### src/rtl/parity_screen_fifo.sv
// Synchronous FIFO that screens incoming words for parity errors.
// Bad words are either dropped or stored with an error flag, and they are counted.
module parity_screen_fifo #(
    parameter int   FIFO_DEPTH = 4,
    parameter int   DATA_WIDTH = 17,
    parameter logic PARITY     = 1'b1,
    parameter logic P_BIT      = 1'b1,
    parameter logic DROP_ERR   = 1'b1,
    parameter int   AF_THRESH  = FIFO_DEPTH - 1,
    parameter int   ERR_CNT_W  = 8
) (
    input  logic                            clk,
    input  logic                            rst_n,
    input  logic                            valid_in,
    input  logic [DATA_WIDTH-1:0]           data_in,
    output logic                            grant_out,
    output logic                            valid_out,
    output logic [DATA_WIDTH-1:0]           data_out,
    output logic                            data_out_err,
    input  logic                            grant_in,
    output logic [$clog2(FIFO_DEPTH+1)-1:0] count,
    output logic                            almost_full,
    output logic                            parity_err,
    output logic [ERR_CNT_W-1:0]            err_cnt,
    input  logic                            err_clr
);

    localparam int PTR_W   = (FIFO_DEPTH > 1) ? $clog2(FIFO_DEPTH) : 1;
    localparam int CNT_W   = $clog2(FIFO_DEPTH + 1);
    localparam int PAR_IDX = P_BIT ? 0 : DATA_WIDTH - 1;
    localparam logic [DATA_WIDTH-1:0] PAYLOAD_MASK = ~(DATA_WIDTH'(1) << PAR_IDX);
    localparam logic [ERR_CNT_W-1:0]  ERR_MAX      = '1;

    logic [DATA_WIDTH-1:0] mem [FIFO_DEPTH];
    logic [FIFO_DEPTH-1:0] err_mem;
    logic [PTR_W-1:0]      wr_ptr;
    logic [PTR_W-1:0]      rd_ptr;
    logic                  payload_par;
    logic                  word_bad;
    logic                  in_xfer;
    logic                  out_xfer;
    logic                  store;
    logic                  bad_acc;

    function automatic logic [PTR_W-1:0] ptr_inc(input logic [PTR_W-1:0] p);
        return (p == PTR_W'(FIFO_DEPTH - 1)) ? '0 : p + PTR_W'(1);
    endfunction

    // Payload parity folded with the parity bit equals the XOR of the whole word.
    assign payload_par = ^(data_in & PAYLOAD_MASK);
    assign word_bad    = (payload_par ^ data_in[PAR_IDX]) != ~PARITY;

    assign grant_out    = rst_n & (count < CNT_W'(FIFO_DEPTH));
    assign valid_out    = (count != '0);
    assign in_xfer      = valid_in & grant_out;
    assign out_xfer     = valid_out & grant_in;
    assign bad_acc      = in_xfer & word_bad;
    assign store        = in_xfer & (~word_bad | ~DROP_ERR);
    assign almost_full  = (count >= CNT_W'(AF_THRESH));
    assign data_out     = valid_out ? mem[rd_ptr] : '0;
    assign data_out_err = valid_out ? err_mem[rd_ptr] : 1'b0;

    always_ff @(posedge clk) begin
        if (store) begin
            mem[wr_ptr]     <= data_in;
            err_mem[wr_ptr] <= word_bad;
        end
    end

    always_ff @(posedge clk or negedge rst_n) begin
        if (!rst_n) begin
            wr_ptr <= '0;
            rd_ptr <= '0;
            count  <= '0;
        end else begin
            if (store)
                wr_ptr <= ptr_inc(wr_ptr);
            if (out_xfer)
                rd_ptr <= ptr_inc(rd_ptr);
            case ({store, out_xfer})
                2'b10:   count <= count + CNT_W'(1);
                2'b01:   count <= count - CNT_W'(1);
                default: count <= count;
            endcase
        end
    end

    // A clear in the same cycle as a bad word leaves that word counted.
    always_ff @(posedge clk or negedge rst_n) begin
        if (!rst_n) begin
            parity_err <= 1'b0;
            err_cnt    <= '0;
        end else begin
            parity_err <= bad_acc;
            if (err_clr)
                err_cnt <= bad_acc ? ERR_CNT_W'(1) : '0;
            else if (bad_acc && err_cnt != ERR_MAX)
                err_cnt <= err_cnt + ERR_CNT_W'(1);
        end
    end

endmodule

### config.mk
export PLATFORM = sky130hd
export DESIGN_NAME = parity_screen_fifo
export DESIGN_NICKNAME = d
export VERILOG_FILES = /design/src/rtl/parity_screen_fifo.sv
export SDC_FILE = /design/constraint.sdc
export NUM_CORES = 1
export LEC_CHECK = 0
export CAP_MARGIN = 40
export CORE_UTILIZATION = 55
export CTS_CLUSTER_SIZE = 40
export DETAILED_ROUTE_END_ITERATION = 6
export GPL_TIMING_DRIVEN = 0
export HOLD_SLACK_MARGIN = 0.02
export PLACE_DENSITY = 0.88
export REMOVE_ABC_BUFFERS = 1
export SETUP_SLACK_MARGIN = 0.3
export SYNTH_ARGS = -nofsm -noshare
export SYNTH_HDL_FRONTEND = slang
export SYNTH_SLANG_ARGS = --single-unit
export TNS_END_PERCENT = 10
### constraint.sdc
create_clock -name clk -period 2.5 [get_ports clk]
set_input_delay 0.375 -clock clk [delete_from_list [all_inputs] [get_ports clk]]
set_output_delay 0.375 -clock clk [all_outputs]
set_load 0.05 [all_outputs]
==> run summary, run 1 <==
status -> finished, final reports clean
CP max stage delay -> 0.46 ns
main flop type after synthesis -> edfxtp_1
Net count, final -> 351
Fin. Hold Viols -> 0
total wire length -> 7325 um
Hold WS -> 0.04809 ns
Slew HR -> 63.34%
crit-path most repeated cell -> xor2_1
CTS H-tree lvls -> 3
Sw Pwr -> 2341 uW
unique cell type count in the Yosys netlist -> 39
Min Clock Period, post-route -> 2.349 ns
I/O Pins -> 55
via count -> 2323
clk_lat worst skew -> 0.35 ns
Max Freq -> 425.7 MHz
Net Sw Frac -> 39.98%
Flop pwr share -> 31.9%
initial drt markers -> 136
FF-to-FF End -> count[2]
largest net degree at the start of global routing -> 21
fin area -> 5181 um^2
final setup TNS -> 0 ns
Hold WC Path Type -> input port to asynchronous set/reset pin
Max VDD drop -> 0.8240 mV
DIE AREA -> 7660 um^2
vias in the first global route -> 2418
antenna violations before repair -> 0
Site Rows -> 30
dpl cell area -> 4752 um^2
MaxCap Viol Count -> 0
final worst path period share -> 93.97%
number of buffers and inverters on the critical path -> 2
Syn Area/Cell -> 16.49 um^2
R2R Setup Slk -> 0.35 ns
Port Buf Inserts -> 54
final setup fails -> 0
CTS tree -> done
Worst Path Required -> 2.77 ns
CP max-delay cell -> xnor3_4
Syn Inst Count -> 244
Residual DRC -> 0
critical path endpoint category -> flip-flop
Comb pwr share -> 53.4%
clock buffer depth -> 2
CP cell instances -> buf_4 -> xor2_4 -> xnor2_2 -> xnor3_4 -> mux2i_4 -> ha_4 -> inv_2 -> fa_2 -> xor2_1 -> nor2_1 -> xor2_1
gpl congestion -> 0.8455
1st-pass router iterations -> 4
worst r2r path cells -> 9
GRT Residual Overflow -> 0
Syn. warnings -> 0
#FFs+latches synth -> 88
RSZ-0062 raised after global routing -> yes
n_diodes -> 0
worst slew pin tran -> 0.5360 ns
pins over their slew limit -> 0
kind of critical path -> input port to flip-flop
post-synthesis sequential area ratio -> 63.70%
Die X -> 87.52 um
delay-heaviest family, CP -> XOR/XNOR gates
CTS Buf Count -> 9
Critical R2R Launch -> count[2]
via/cell ratio -> 5.505
clock power share -> 14.7%
CP Max Fanout -> 5
critical path arrival -> 2.62 ns
initial core utilization -> 57.93%
Power Internal -> 3514 uW
Routed wire per std cell -> 17.36 um
Final ANT Viol Nets -> 0
asr flop ratio synth -> 18.18%
leakage power -> 0.001966 uW
power per cell area -> 1130 nW/um^2
Area Overhead vs Synth -> 28.80%
Syn Std Cell Area -> 4023 um^2
fin util -> 74.61%
first-pass GRT wire length -> 11850 um
core area -> 6944 um^2
Setup crit start kind -> input port
layout cell share with drive strength beyond 1 -> 38.34%
clk sink count -> 88
Post-synth EDFFs -> 72
Clock Skew -> 0.01135 ns
root buf cell -> clkbuf_8
Setup crit start -> data_in[12]
die height -> 87.52 um
clk slew on worst S/H paths -> 0.09 ns
Tot GR Track Use -> 21.23%
post-DP HPWL -> 4750 um
worst max path at each step:
stage	end	cells past startpoint	slack, ns
finish	count[2]	11	0.15
global placement	count[2]	11	-1.12
global route	count[2]	11	0.06
CTS	data_out[1]	4	0.03
detailed placement	count[2]	11	-1.20
floorplan	count[2]	10	-0.34
synthesized netlist by cell type (2+ instances only):
master	count	share of area, %
nand4_1	5	0.78
edfxtp_1	72	54
xor2_1	3	0.65
and2_1	18	2.8
ha_1	7	2.2
mux2i_1	9	2.2
dfrtp_1	16	10
nor2b_1	6	0.93
clkbuf_1	7	0.65
xnor2_1	10	2.2
nand2_1	8	0.75
and3_1	5	0.78
mux2_4	2	0.75
inv_1	9	0.84
a21o_1	3	0.56
nand3_1	10	1.2
mux4_2	18	10
nor2_1	10	0.93
mux2_2	6	1.7
routing by layer:
| metal | vias up | global-route usage, % | wire length, um |
|---|---|---|---|
| met1 | 1172 | 26.72 | 3104 |
| met5 | - | 0 | 0 |
| met2 | 67 | 36.15 | 3773 |
| met4 | 0 | 7.750 | 122 |
| li1 | 1070 | - | - |
| met3 | 14 | 5.118 | 324 |
flip-flops by register name, indices dropped and copies added (netlist names):
signal / cells
err_cnt: 8
parity_err: 1
mem: 68
count: 3
err_mem: 4
rd_ptr: 2
wr_ptr: 2
kinds of logic after synthesis:
family | Yosys count | synth area share [%]
xor+xnor | 18 | 5.661
simple gates | 67 | 9.114
compound gates | 8 | 1.555
buf+inv | 19 | 1.990
fa+ha+maj | 8 | 2.675
flops | 88 | 63.70
mux | 36 | 15.30
final cells by class:
cell class | count | area, um^2
repair buffers | 76 | 752.0
multi-input cells | 137 | 1538
fillers | 437 | 1763
flip-flops and latches | 88 | 2566
inverters | 9 | 33.78
clock buffers | 10 | 127.6
clock inverters | 6 | 43.79
well taps | 96 | 120.1
power by group through the flow:
stage	Clock (uW)	Combinational [uW]	Sequential [uW]
2_1_floorplan	0	1720	2070
5_1_grt	944	3300	1880
3_3_place_gp	0	2500	2010
6_report	863	3130	1870
3_5_place_dp	0	2780	1920
4_1_cts	883	2870	1870
what timing repair did:
action / CTS / global route
buffers inserted: 11 / 5
hold buffers: 0 / 0
resized for setup: 130 / 85
pin swaps: 15 / 10
setup endpoints to repair: 110 / 96
metrics by stage:
stage | instances | power (uW) | worst slack, ns
after CTS | 417 | 5620 | 0.03193
final | 422 | 5856 | 0.1507
after global placement | 384 | 4511 | -1.117
after global routing | 422 | 6131 | 0.06282
after floorplan | 234 | 3788 | -0.3406
after detailed placement | 390 | 4702 | -1.198
placed cells by master (no fill, tap or decap), types with 2 or more instances in the layout:
master,count
mux2i_1,9
edfxtp_1,72
xnor2_4,3
buf_16,2
a21o_1,3
buf_6,12
buf_8,4
nand3_1,10
mux4_2,18
nand4_1,5
and3_2,3
buf_4,24
xnor2_2,7
clkinvlp_4,3
xor2_1,2
xnor2_1,2
nor2b_1,6
and2_4,7
dlygate4sd2_1,8
nor2_1,8
dfrtp_1,15
mux2_4,2
buf_2,5
and2_1,11
inv_1,8
nor2_2,2
clkbuf_8,9
clkdlybuf4s50_1,17
buf_12,2
nand2_1,8
inv_6,2
ha_1,6
mux2_2,6
Power figures use the tool's default switching activity.
==> run 2, diff against run 1 <==
--- a/config.mk
+++ b/config.mk
@@ -5,13 +5,15 @@
 export SDC_FILE = /design/constraint.sdc
 export NUM_CORES = 1
 export LEC_CHECK = 0
-export CAP_MARGIN = 40
-export CORE_UTILIZATION = 55
+export CAP_MARGIN = 20
+export CELL_PAD_IN_SITES_DETAIL_PLACEMENT = 1
+export CELL_PAD_IN_SITES_GLOBAL_PLACEMENT = 1
+export CORE_UTILIZATION = 46
 export CTS_CLUSTER_SIZE = 40
 export DETAILED_ROUTE_END_ITERATION = 6
 export GPL_TIMING_DRIVEN = 0
 export HOLD_SLACK_MARGIN = 0.02
-export PLACE_DENSITY = 0.88
+export PLACE_DENSITY = 0.87
 export REMOVE_ABC_BUFFERS = 1
 export SETUP_SLACK_MARGIN = 0.3
 export SYNTH_ARGS = -nofsm -noshare
==> run summary, run 2 (synthesis results as in run 1) <==
clk_lat worst skew -> 0.36 ns (about the same)
Final ANT Viol Nets -> 0 (unchanged)
die height -> 95.52 um (+9.1%)
Site Rows -> 33 (+10%)
Area Overhead vs Synth -> 25.72%
initial core utilization -> 48.23% (-9.7 points)
clock power share -> 16.3% (+1.6 points)
Tot GR Track Use -> 19.63% (-1.6 points)
Hold WS -> 0.2184 ns (+0.1703 ns)
1st-pass router iterations -> 4 (unchanged)
clock buffer depth -> 2 (unchanged)
most frequent cells in the layout -> edfxtp_1, buf_2, mux4_2, and2_1, buf_4
number of flip-flops in the largest register -> 68 (unchanged)
clk sink count -> 88 (unchanged)
CTS tree -> done
critical path endpoint category -> flip-flop
Flop pwr share -> 34.8% (+2.9 points)
via/cell ratio -> 5.493 (-0.21%)
CTS Buf Count -> 9 (unchanged)
gpl congestion -> 0.7434 (-12%)
core area -> 8341 um^2 (+20%)
antenna violations before repair -> 0 (unchanged)
Hold WC Path Type -> input port to flip-flop
Clock Skew -> 0.007707 ns (-0.003645 ns)
layout cell share with drive strength beyond 1 -> 37.46% (-0.88 points)
CTS H-tree lvls -> 3 (unchanged)
Port Buf Inserts -> 54 (unchanged)
most common cell after layout, fill and taps aside -> edfxtp_1
MaxCap Viol Count -> 0 (unchanged)
Setup crit start -> data_in[10]
worst slew pin tran -> 0.7612 ns (+0.2252 ns)
kind of critical path -> input port to flip-flop
Setup crit start kind -> input port
Comb pwr share -> 49.0% (-4.4 points)
Max Freq -> 434.3 MHz (+2.0%)
largest registers -> mem (68), err_cnt (8), err_mem (4)
critical path arrival -> 2.59 ns (-0.03 ns)
Routed wire per std cell -> 19.58 um (+13%)
pins over their slew limit -> 0 (unchanged)
CP max stage delay -> 0.46 ns (about the same)
Fin. Hold Viols -> 0 (unchanged)
post-place setup slack -> -1.180 ns (+0.01810 ns)
CP Max Fanout -> 5 (unchanged)
power per cell area -> 1097 nW/um^2 (-2.9%)
vias in the first global route -> 2457 (+1.6%)
status -> finished, final reports clean
final setup fails -> 0 (unchanged)
Die X -> 95.52 um (+9.1%)
Sw Pwr -> 2349 uW (+0.34%)
Max VDD drop -> 0.5387 mV (-35%)
CP cell instances -> buf_2 -> xnor2_2 -> xnor2_2 -> xnor3_4 -> mux2i_4 -> ha_4 -> inv_2 -> fa_2 -> xor2_1 -> nor2_1 -> xor2_1
root buf cell -> clkbuf_8
clk slew on worst S/H paths -> 0.09 ns (about the same)
final worst path period share -> 92.11% (-1.9 points)
Worst Path Required -> 2.79 ns (+0.02 ns)
Slew HR -> 49.09% (-14 points)
Reg with most FFs -> mem
PnR worst setup slack -> 0.1972 ns (+0.04653 ns)
Power Internal -> 3198 uW (-9.0%)
Net Sw Frac -> 42.35% (+2.4 points)
I/O Pins -> 55 (unchanged)
min-delay src -> data_in[0]
largest net degree at the start of global routing -> 21 (unchanged)
n_diodes -> 0 (unchanged)
DIE AREA -> 9123 um^2 (+19%)
post-DP HPWL -> 5139 um (+8.2%)
fin util -> 60.64% (-14 points)
RSZ-0062 raised after global routing -> yes
Residual DRC -> 0 (unchanged)
Critical R2R Launch -> count[2]
leakage power -> 0.001911 uW (-2.8%)
Net count, final -> 348 (-0.85%)
total wire length -> 8381 um (+14%)
GRT Residual Overflow -> 0 (unchanged)
first-pass GRT wire length -> 12740 um (+7.4%)
CP max-delay cell -> xnor3_4
Min Clock Period, post-route -> 2.303 ns (-0.04653 ns)
via count -> 2351 (+1.2%)
initial drt markers -> 47 (-65%)
## run 2: changes by cell type in the layout (fill, tap and decap cells not counted), moves of 3 or more
cell | before | now
and2_1 | 11 | 18
and2_4 | 7 | 0
and3_2 | 3 | 0
and3_4 | 1 | 4
buf_2 | 5 | 23
buf_4 | 24 | 17
buf_6 | 12 | 1
clkinv_4 | 0 | 3
dlygate4sd2_1 | 8 | 5
## run 2: worst paths after layout
check | end | slack [ns] | cells after the start
max | count[2] | 0.20 | 11
min | mem[1][0] | 0.22 | 1
max reg2reg | count[2] | 0.31 | 9
min reg2reg | count[0] | 0.56 | 1
max in group asynchronous | rd_ptr[0] | 1.27 | 2
min in group asynchronous | err_cnt[7] | 0.68 | 2
## run 2: routing by layer
metal  vias to the layer above  routed length, um  GRT usage (%)
met5                         -                  0              0
li1                       1075                  -              -
met3                        16                277          3.828
met2                        54               4412          33.33
met4                         0                178          9.080
met1                      1206               3512          24.24
## run 2: area by class of cell
cell class / instances / area, um^2
Clock buffer: 9 / 123.9
Clock inverter: 7 / 55.05
Fill cell: 797 / 3283
Inverter: 9 / 33.78
Multi-Input combinational cell: 137 / 1526
Sequential cell: 88 / 2567
Tap cell: 105 / 131.4
Timing Repair Buffer: 73 / 619.3
## run 2: metrics by stage
step	instances	instance area [um^2]	TNS (ns)	total power, uW
5_1_grt	428	5057	0	5803
3_5_place_dp	394	4676	-93.76	4661
4_1_cts	424	4982	0	5511
6_report	428	5057	0	5547
2_1_floorplan	234	3976	-4.205	3788
3_3_place_gp	393	4648	-96.52	4529
## run 2: worst max-delay path, delay by kind of cell
family                   cells  cell delay [ns]
AND/OR/NAND/NOR              1             0.12
adder cells (fa/ha/maj)      2             0.52
XOR/XNOR                     5             1.14
multiplexers                 1             0.24
buffers and inverters        2             0.18
## run 2: timing repair
action / CTS / global route
hold endpoints to repair: 0 / 16
pin swaps: 19 / 11
buffers inserted: 14 / 3
hold buffers: 0 / 1
gates resized for setup: 177 / 23
setup endpoints to repair: 110 / 96
## run 2: power groups by stage
stage | clock network (uW) | registers (uW) | logic, uW
2_1_floorplan | 0 | 2070 | 1720
3_3_place_gp | 0 | 2010 | 2510
3_5_place_dp | 0 | 1990 | 2680
4_1_cts | 912 | 1920 | 2670
5_1_grt | 975 | 1950 | 2880
6_report | 902 | 1930 | 2720
